File: src/rtl/uart_tx_arb.sv
// Round-robin, packet-locking arbiter feeding a shared uart_tx TX FIFO.
// Optional idle-lock watchdog is built when UART_ARB_TIMEOUT_EN is defined.
module uart_tx_arb #(
  parameter int NUM_REQ    = 4,
  parameter int FIFO_DEPTH = 16,
  parameter int TIMEOUT    = 1024
) (
  input  logic                          clk,
  input  logic                          rst_n,
  input  logic [NUM_REQ-1:0]            req_valid_i,
  input  logic [8*NUM_REQ-1:0]          req_data_i,
  input  logic [NUM_REQ-1:0]            req_last_i,
  output logic [NUM_REQ-1:0]            req_ready_o,
  input  logic                          fifo_rd_en,
  output logic [7:0]                    fifo_data_out,
  output logic                          fifo_empty,
  output logic [$clog2(FIFO_DEPTH):0]   fifo_count_o,
  output logic [$clog2(NUM_REQ)-1:0]    grant_id_o,
  output logic                          busy_o
);
  localparam int GW = $clog2(NUM_REQ);
  localparam int AW = $clog2(FIFO_DEPTH);

  typedef enum logic {ARB_IDLE, ARB_LOCKED} arb_state_e;

  arb_state_e    state_q, state_d;
  logic [GW-1:0] grant_q, grant_d, rr_q, rr_d, grant_inc, pick_id;
  logic          pick_vld;
  logic [AW:0]   wr_ptr, rd_ptr;
  logic [7:0]    mem [FIFO_DEPTH];
  logic [7:0]    sel_data, dout_q;
  logic          full, empty, accept, pop, owner_vld, owner_last, release_lock;
  int            idx;

  assign empty = (wr_ptr == rd_ptr);
  assign full  = (wr_ptr[AW-1:0] == rd_ptr[AW-1:0]) && (wr_ptr[AW] != rd_ptr[AW]);
  assign pop   = fifo_rd_en && !empty;

  assign owner_vld  = req_valid_i[grant_q];
  assign owner_last = req_last_i[grant_q];
  assign sel_data   = req_data_i[8*int'(grant_q) +: 8];
  assign accept     = (state_q == ARB_LOCKED) && owner_vld && !full;
  assign grant_inc  = (grant_q == GW'(NUM_REQ-1)) ? '0 : grant_q + GW'(1);

  for (genvar i = 0; i < NUM_REQ; i++) begin : g_rdy
    assign req_ready_o[i] = (state_q == ARB_LOCKED) && (grant_q == GW'(i)) && !full;
  end

  // Descending scan so the lowest offset from rr_q wins.
  always_comb begin
    pick_vld = 1'b0;
    pick_id  = '0;
    idx      = 0;
    for (int k = NUM_REQ-1; k >= 0; k--) begin
      idx = int'(rr_q) + k;
      if (idx >= NUM_REQ) idx = idx - NUM_REQ;
      if (req_valid_i[idx]) begin
        pick_vld = 1'b1;
        pick_id  = GW'(idx);
      end
    end
  end

`ifdef UART_ARB_TIMEOUT_EN
  localparam int TW = $clog2(TIMEOUT) + 1;
  logic [TW-1:0] wd_cnt;
  logic          wd_fire;

  assign wd_fire = (state_q == ARB_LOCKED) && !owner_vld && (wd_cnt == TW'(TIMEOUT-1));

  always_ff @(posedge clk or negedge rst_n) begin
    if (!rst_n)                                wd_cnt <= '0;
    else if (state_q != ARB_LOCKED || accept)  wd_cnt <= '0;
    else if (!owner_vld)                       wd_cnt <= wd_cnt + TW'(1);
  end

  assign release_lock = (accept && owner_last) || wd_fire;
`else
  assign release_lock = accept && owner_last;
`endif

  always_comb begin
    state_d = state_q;
    grant_d = grant_q;
    rr_d    = rr_q;
    case (state_q)
      ARB_IDLE: if (pick_vld) begin
        state_d = ARB_LOCKED;
        grant_d = pick_id;
      end
      ARB_LOCKED: if (release_lock) begin
        state_d = ARB_IDLE;
        rr_d    = grant_inc;
      end
      default: state_d = ARB_IDLE;
    endcase
  end

  always_ff @(posedge clk or negedge rst_n) begin
    if (!rst_n) begin
      state_q <= ARB_IDLE;
      grant_q <= '0;
      rr_q    <= '0;
      wr_ptr  <= '0;
      rd_ptr  <= '0;
      dout_q  <= 8'h00;
    end else begin
      state_q <= state_d;
      grant_q <= grant_d;
      rr_q    <= rr_d;
      if (accept) wr_ptr <= wr_ptr + (AW+1)'(1);
      if (pop) begin
        rd_ptr <= rd_ptr + (AW+1)'(1);
        dout_q <= mem[rd_ptr[AW-1:0]];
      end
    end
  end

  // Storage is not reset; pointers alone define valid contents.
  always_ff @(posedge clk) begin
    if (accept) mem[wr_ptr[AW-1:0]] <= sel_data;
  end

  assign fifo_data_out = dout_q;
  assign fifo_empty    = empty;
  assign fifo_count_o  = wr_ptr - rd_ptr;
  assign grant_id_o    = grant_q;
  assign busy_o        = (state_q == ARB_LOCKED);
endmodule

File: config.mk
export PLATFORM = sky130hd
export DESIGN_NAME = uart_tx_arb
export DESIGN_NICKNAME = d
export VERILOG_FILES = /design/src/rtl/uart_tx_arb.sv
export SDC_FILE = /design/constraint.sdc
export NUM_CORES = 1
export LEC_CHECK = 0
export ABC_CLOCK_PERIOD_IN_PS = 3600
export BUFFER_PORTS_ARGS = -buffer_cell sky130_fd_sc_hd__buf_2
export CORE_MARGIN = 4
export CORE_UTILIZATION = 30
export DETAILED_ROUTE_END_ITERATION = 7
export SLEW_MARGIN = 20
export SYNTH_ARGS = -nofsm -noshare
export SYNTH_HDL_FRONTEND = slang
export SYNTH_SLANG_ARGS = --single-unit
File: constraint.sdc
create_clock -name clk -period 3.6 [get_ports clk]
set_input_delay 0.72 -clock clk [delete_from_list [all_inputs] [get_ports clk]]
set_output_delay 0.72 -clock clk [all_outputs]
set_load 0.02 [all_outputs]
=== After elaboration in Yosys (flattened, before gate mapping) ===
Memory sizes are Yosys's and may differ from the RTL's. A register that Yosys moved wholly into a read port is not among the register bits.
Index checks and enable logic that the tools add are counted.

* Multiplexer cells: 34
* Reduce and logical (&&, ||, !) cells: 19
* $add $sub $neg: 11
* Shift-type cells: 1
* Bitwise operators: 1
* Order comparisons: 9
* Equal/unequal tests: 6

{| class="wikitable"
|+ Operator list
! cell !! number
|-
| less-than comparator 32 x 4 -> 1 bit (second input constant) || 4
|-
| 2-to-1 mux 32 bit || 4
|-
| indexed part select 32 x 6 -> 8 bit || 1
|-
| 2-to-1 mux 1 bit || 18
|-
| logical AND 1 bit || 13
|-
| binary-select mux 1 bit (select 2 bit) || 6
|-
| subtractor 3 x 3 -> 4 bit (second input constant) || 3
|-
| adder 5 x 1 -> 5 bit (second input constant) || 2
|-
| 2-to-1 mux 2 bit || 5
|-
| greater-or-equal comparator 3 bit (second input constant) || 3
|-
| adder 2 x 2 -> 3 bit (second input constant) || 2
|-
| equality test 5 bit || 1
|-
| subtractor 5 bit || 1
|-
| equality test 2 bit (second input constant) || 2
|-
| equality test 4 bit || 1
|-
| AND reduction 2 bit || 2
|-
| subtractor 2 x 3 -> 4 bit (second input constant) || 1
|-
| adder 2 x 1 -> 3 bit (second input constant) || 1
|-
| greater-or-equal comparator 2 x 3 -> 1 bit (second input constant) || 1
|-
| logical NOT 1 bit || 3
|-
| less-than comparator 2 x 3 -> 1 bit (second input constant) || 1
|-
| adder 2 x 1 -> 2 bit (second input constant) || 1
|-
| equality test 2 x 1 -> 1 bit (second input constant) || 1
|-
| logical NOT 2 bit || 1
|-
| 3 further kinds || 3
|}

* Memories: 1
* Register bits after elaboration: 15
* RAM bits: 128
* Output and inout port bits: 21
* Bits of input ports: 43

{| class="wikitable"
|+ Memories
! name !! words !! bits a word !! read ports !! clocked after Yosys merged registers in !! write ports !! line !! source
|-
| mem || 16 || 8 || 1 || 1 || 1 || 30 || <nowiki>logic [7:0] mem [FIFO_DEPTH];</nowiki>
|}

=== Logic depth before layout (Yosys ltp) ===
* Word-level depth: 12
* Mapped depth: 9

=== Worst setup path before layout ===
No wires, ideal clock.

* Path kind: reg2reg
* Start point: register rd_ptr[2]
* End point: memory mem[0][0], enable pin
* Period minus slack after synthesis: 2.750 ns
* Setup time: 0.383 ns
* Setup slack: 0.850 ns
* Data arrival time: 2.366 ns
* Data required time: 3.217 ns
* Stages on the path, launching flop included: 10
* Cell sequence: dfrtp_1 -> buf_2 -> buf_1 -> inv_1 -> ha_1 -> nand4_1 -> o211a_1 -> buf_4 -> nand2_1 -> nor3_1

* Longest elaborated chain between the ends: 6

{| class="wikitable"
|+ Ends and longest elaborated chain
! item !! line !! source
|-
| from (decl) || 29 || <nowiki>logic [AW:0] wr_ptr, rd_ptr;</nowiki>
|-
| from (signal assigned) || 113 || <nowiki>rd_ptr <= rd_ptr + (AW+1)'(1);</nowiki>
|-
| equality test 4 bit || 36 || <nowiki>assign full = (wr_ptr[AW-1:0] == rd_ptr[AW-1:0]) && (wr_ptr[AW] != rd_ptr[AW]);</nowiki>
|-
| logical AND 1 bit || 36 ||
|-
| logical NOT 1 bit || 42 || <nowiki>assign accept = (state_q == ARB_LOCKED) && owner_vld && !full;</nowiki>
|-
| logical AND 1 bit || 42 ||
|-
| 2-to-1 mux 1 bit || 121 || <nowiki>if (accept) mem[wr_ptr[AW-1:0]] <= sel_data;</nowiki>
|-
| 2-to-1 mux 1 bit (not written as such) || 121 ||
|-
| to (decl) || 30 ||
|}

No other way between the ends.

=== Final worst setup path ===
* Start point: register rd_ptr[1]
* End point: output port fifo_count_o[4]

* Longest elaborated chain between the ends: 1

{| class="wikitable"
|+ Ends and longest elaborated chain
! item !! line !! source
|-
| subtractor 5 bit || 126 || <nowiki>assign fifo_count_o = wr_ptr - rd_ptr;</nowiki>
|-
| to (decl) || 17 || <nowiki>output logic [$clog2(FIFO_DEPTH):0] fifo_count_o,</nowiki>
|}

No other way between the ends.

==> summary.txt <==
Synth
  – Post-synth top area share: about three fifths
  – Top post-synthesis cells by area: edfxtp_1, dfrtp_1, mux2i_1, mux4_2, ha_1
  – EDFF count, synth: ~130
  – Area leader, netlist: edfxtp_1
  – Yosys reg bits: 151
  – Cells after synthesis: 409
  – Asr flop ratio synth: between 10% and 20%
  – Sequential fraction of the synthesis area: approximately two thirds
  – Synthesis warning total: 0
  – Count of different cell masters after synthesis: 43
  – Mapped Nets: ~470
  – Most used DFF post-synth: edfxtp_1
  – Synth Area per Inst: between 15 and 20 sq um
  – Synthesized area: 6530 sq um

Place
  – GP Congestion: about 0.82
  – # port buffers: 63
  – Detailed placement HPWL: between 10 and 15 mm
  – Dpl cells: approximately 730
  – Post-DP Area: ~7100 sq um
  – Post-place setup slack: between 600 and 700 ps

Drt
  – WL/cell: between 15 and 20 um
  – Drt initial violations: between 200 and 300
  – Via density: 4.87
  – Remaining DRCs: 0
  – Post-DRT Antenna Nets: 0
  – Drt total wl: between 10 and 15 mm
  – Total number of vias: around 3700
  – Pre-Repair DR Iteration Count: 5

Finish
  – Layout cell share with drive strength beyond 1: roughly 24%
  – Nets: between 500 and 600
  – Area Overhead vs Synth: 19.0%
  – Final Cell Area: 7770 sq um
  – Fin cells: between 700 and 800
  – # diodes: 0
  – Final Util: 36.6%

CTS
  – Clk buf depth: 2
  – Post-CTS Setup Inserts: 0
  – Clk root buf: clkbuf_16
  – Later-pin clock latency in the skew report: 420 ps
  – CTS tree: yes
  – CTS buffer count: 17
  – Clock sink total: approximately 150
  – CTS clk-pin slew, worst paths: around 60 ps
  – Hold_buf cts: 0
  – Post-CTS sizing: 0
  – H-tree Lvls: 4

Timing
  – Actual slew at the worst max-slew pin: ~1000 ps
  – Final worst path period share: about nine tenths
  – Unrepaired setup endpoints after global routing: false
  – Peak Freq: around 0.31 GHz
  – Max-slew violations: 0
  – Tmin final: 3200 ps
  – Setup-failing EPs final: 0
  – Final setup TNS: 0 ps
  – Min Hold Slack: between 300 and 400 ps
  – Slew margin rel.: around a third
  – Clk_skew: between 6 and 7 ps
  – Worst setup margin: between 400 and 500 ps
  – Final Hold Fails: 0

Worst setup path
  – Worst Path Arrival: ~2500 ps
  – Nature of the critical path endpoint: output pin
  – Crit Path Class: flop to output pin
  – R2r worst-path depth: 6
  – Worst Path Max Fanout: 11
  – Worst EP required: between 2000 and 3000 ps
  – Startpoint types: flop

Floorplanning
  – CORE AREA: 21200 sq um
  – Initial Utilization: around 30%
  – Die ar.: 24200 sq um
  – I/O pin total: 64
  – Die Wd: roughly 160 um
  – FP Rows: 53
  – Chip height: around 160 um

Power
  – Peak VDD IR: approximately 640 uV
  – Power Total: approximately 7.3 mW
  – Cell Pwr Density: 939 nW/um^2
  – P_leak: about 2.9 nW

Run
  – Max-Cap Viols: 0

Status
  – Status: complete, no violations

GRT
  – Routing usage on met1: ~16%
  – First-pass GRT wire length: 22.3 mm
  – Antenna violations before repair: 0
  – Gr busiest metal: met2
  – Vias in the first global route: 3898
  – Total GRT Usage: 12.3%
  – M2 GR Usage: between 10% and 20%
  – Total global routing overflow: 0
  – Largest net degree at the start of global routing: 60
  – Met3 GRT Util: under 10%

Hold path
  – Hold crit path type: primary input to asynchronous set/reset pin
==> layout make-up <==
type / instances / area (sq um)
Fill cell: 1972 / 13400
Inverter: 13 / 48.8
Timing Repair Buffer: 71 / 375
Sequential cell: 151 / 4420
Clock inverter: 11 / 226
Multi-Input combinational cell: 224 / 1920
Tap cell: 275 / 344
Clock buffer: 21 / 440
==> report_power, final <==
group          internal, mW  switching, mW  total [mW]
Clock                  1.36          0.635        1.99
Combinational         0.959           1.67        2.63
Sequential             2.45          0.229        2.68
Total                  4.77           2.53        7.30
==> layer usage <==
metal / share of wire [%] / wire length (um) / up-vias
li1: - / - / 1723
met1: 46 / 6600 / 1842
met2: 47 / 6710 / 151
met3: 6.2 / 888 / 18
met4: 1.5 / 214 / 0
met5: 0 / 0 / -
==> registers in the layout (all words and copies together) (netlist names) <==
signal / flops
mem: 128
fifo_data_out: 8
rd_ptr: 5
wr_ptr: 5
grant_id_o: 2
rr_q: 2
busy_o: 1
==> cell families after synthesis <==
family          share of synthesized area [%]
buf+inv                                  2.99
simple gates                             5.02
xor+xnor                                 1.74
fa+ha+maj                                2.80
mux                                      13.8
flops                                    67.6
compound gates                           6.03
==> worst max-delay path, stage by stage (launching register included) <==
cell and delay (ps):
dfrtp_1 480, clkinv_1 350, fa_1 530, a21o_1 170, a21oi_1 170, xnor2_1 160, buf_2 200
==> synth_stat cells (all sizes together), types with 2 or more instances <==
cell type / count
buf: 17
nand4: 5
mux2i: 48
and2: 5
clkbuf: 4
o21a: 2
xor2: 3
a21o: 2
o22ai: 16
edfxtp: 128
xnor2: 10
a21oi: 6
o21ai: 13
a221oi: 8
nor2: 35
mux4: 18
nor3: 4
nand3b: 2
a31oi: 9
nand2b: 3
nand3: 2
o221ai: 2
nand2: 10
dfrtp: 23
ha: 13
inv: 12
==> cells in the final DEF, fill, tap and decap left out, types with 6 or more instances in the layout <==
cell type and n:
a21oi_1 6, a221oi_1 8, a31oi_1 9, buf_2 63, buf_4 8, bufinv_16 7
clkbuf_16 17, dfrtp_1 22, edfxtp_1 128, ha_1 13, inv_1 12, mux2i_1 48
mux4_2 18, nand2_1 9, nor2_1 35, o21ai_0 6, o21ai_1 7, o22ai_1 16
xnor2_1 10
==> final timing paths <==
| kind | from | slack (ps) | to |
|---|---|---|---|
| worst max-delay path | rd_ptr[1] | 400 | fifo_count_o[4] |
| worst min-delay path | rst_n | 300 | rd_ptr[2] |
| worst max register to register | rd_ptr[2] | 590 | mem[13][2] |
| worst min register to register | wr_ptr[4] | 530 | wr_ptr[4] |
| max in group asynchronous | rst_n | 2870 | rd_ptr[0] |
| min in group clk | wr_ptr[4] | 530 | wr_ptr[4] |
(Power assumes the default switching activity.)
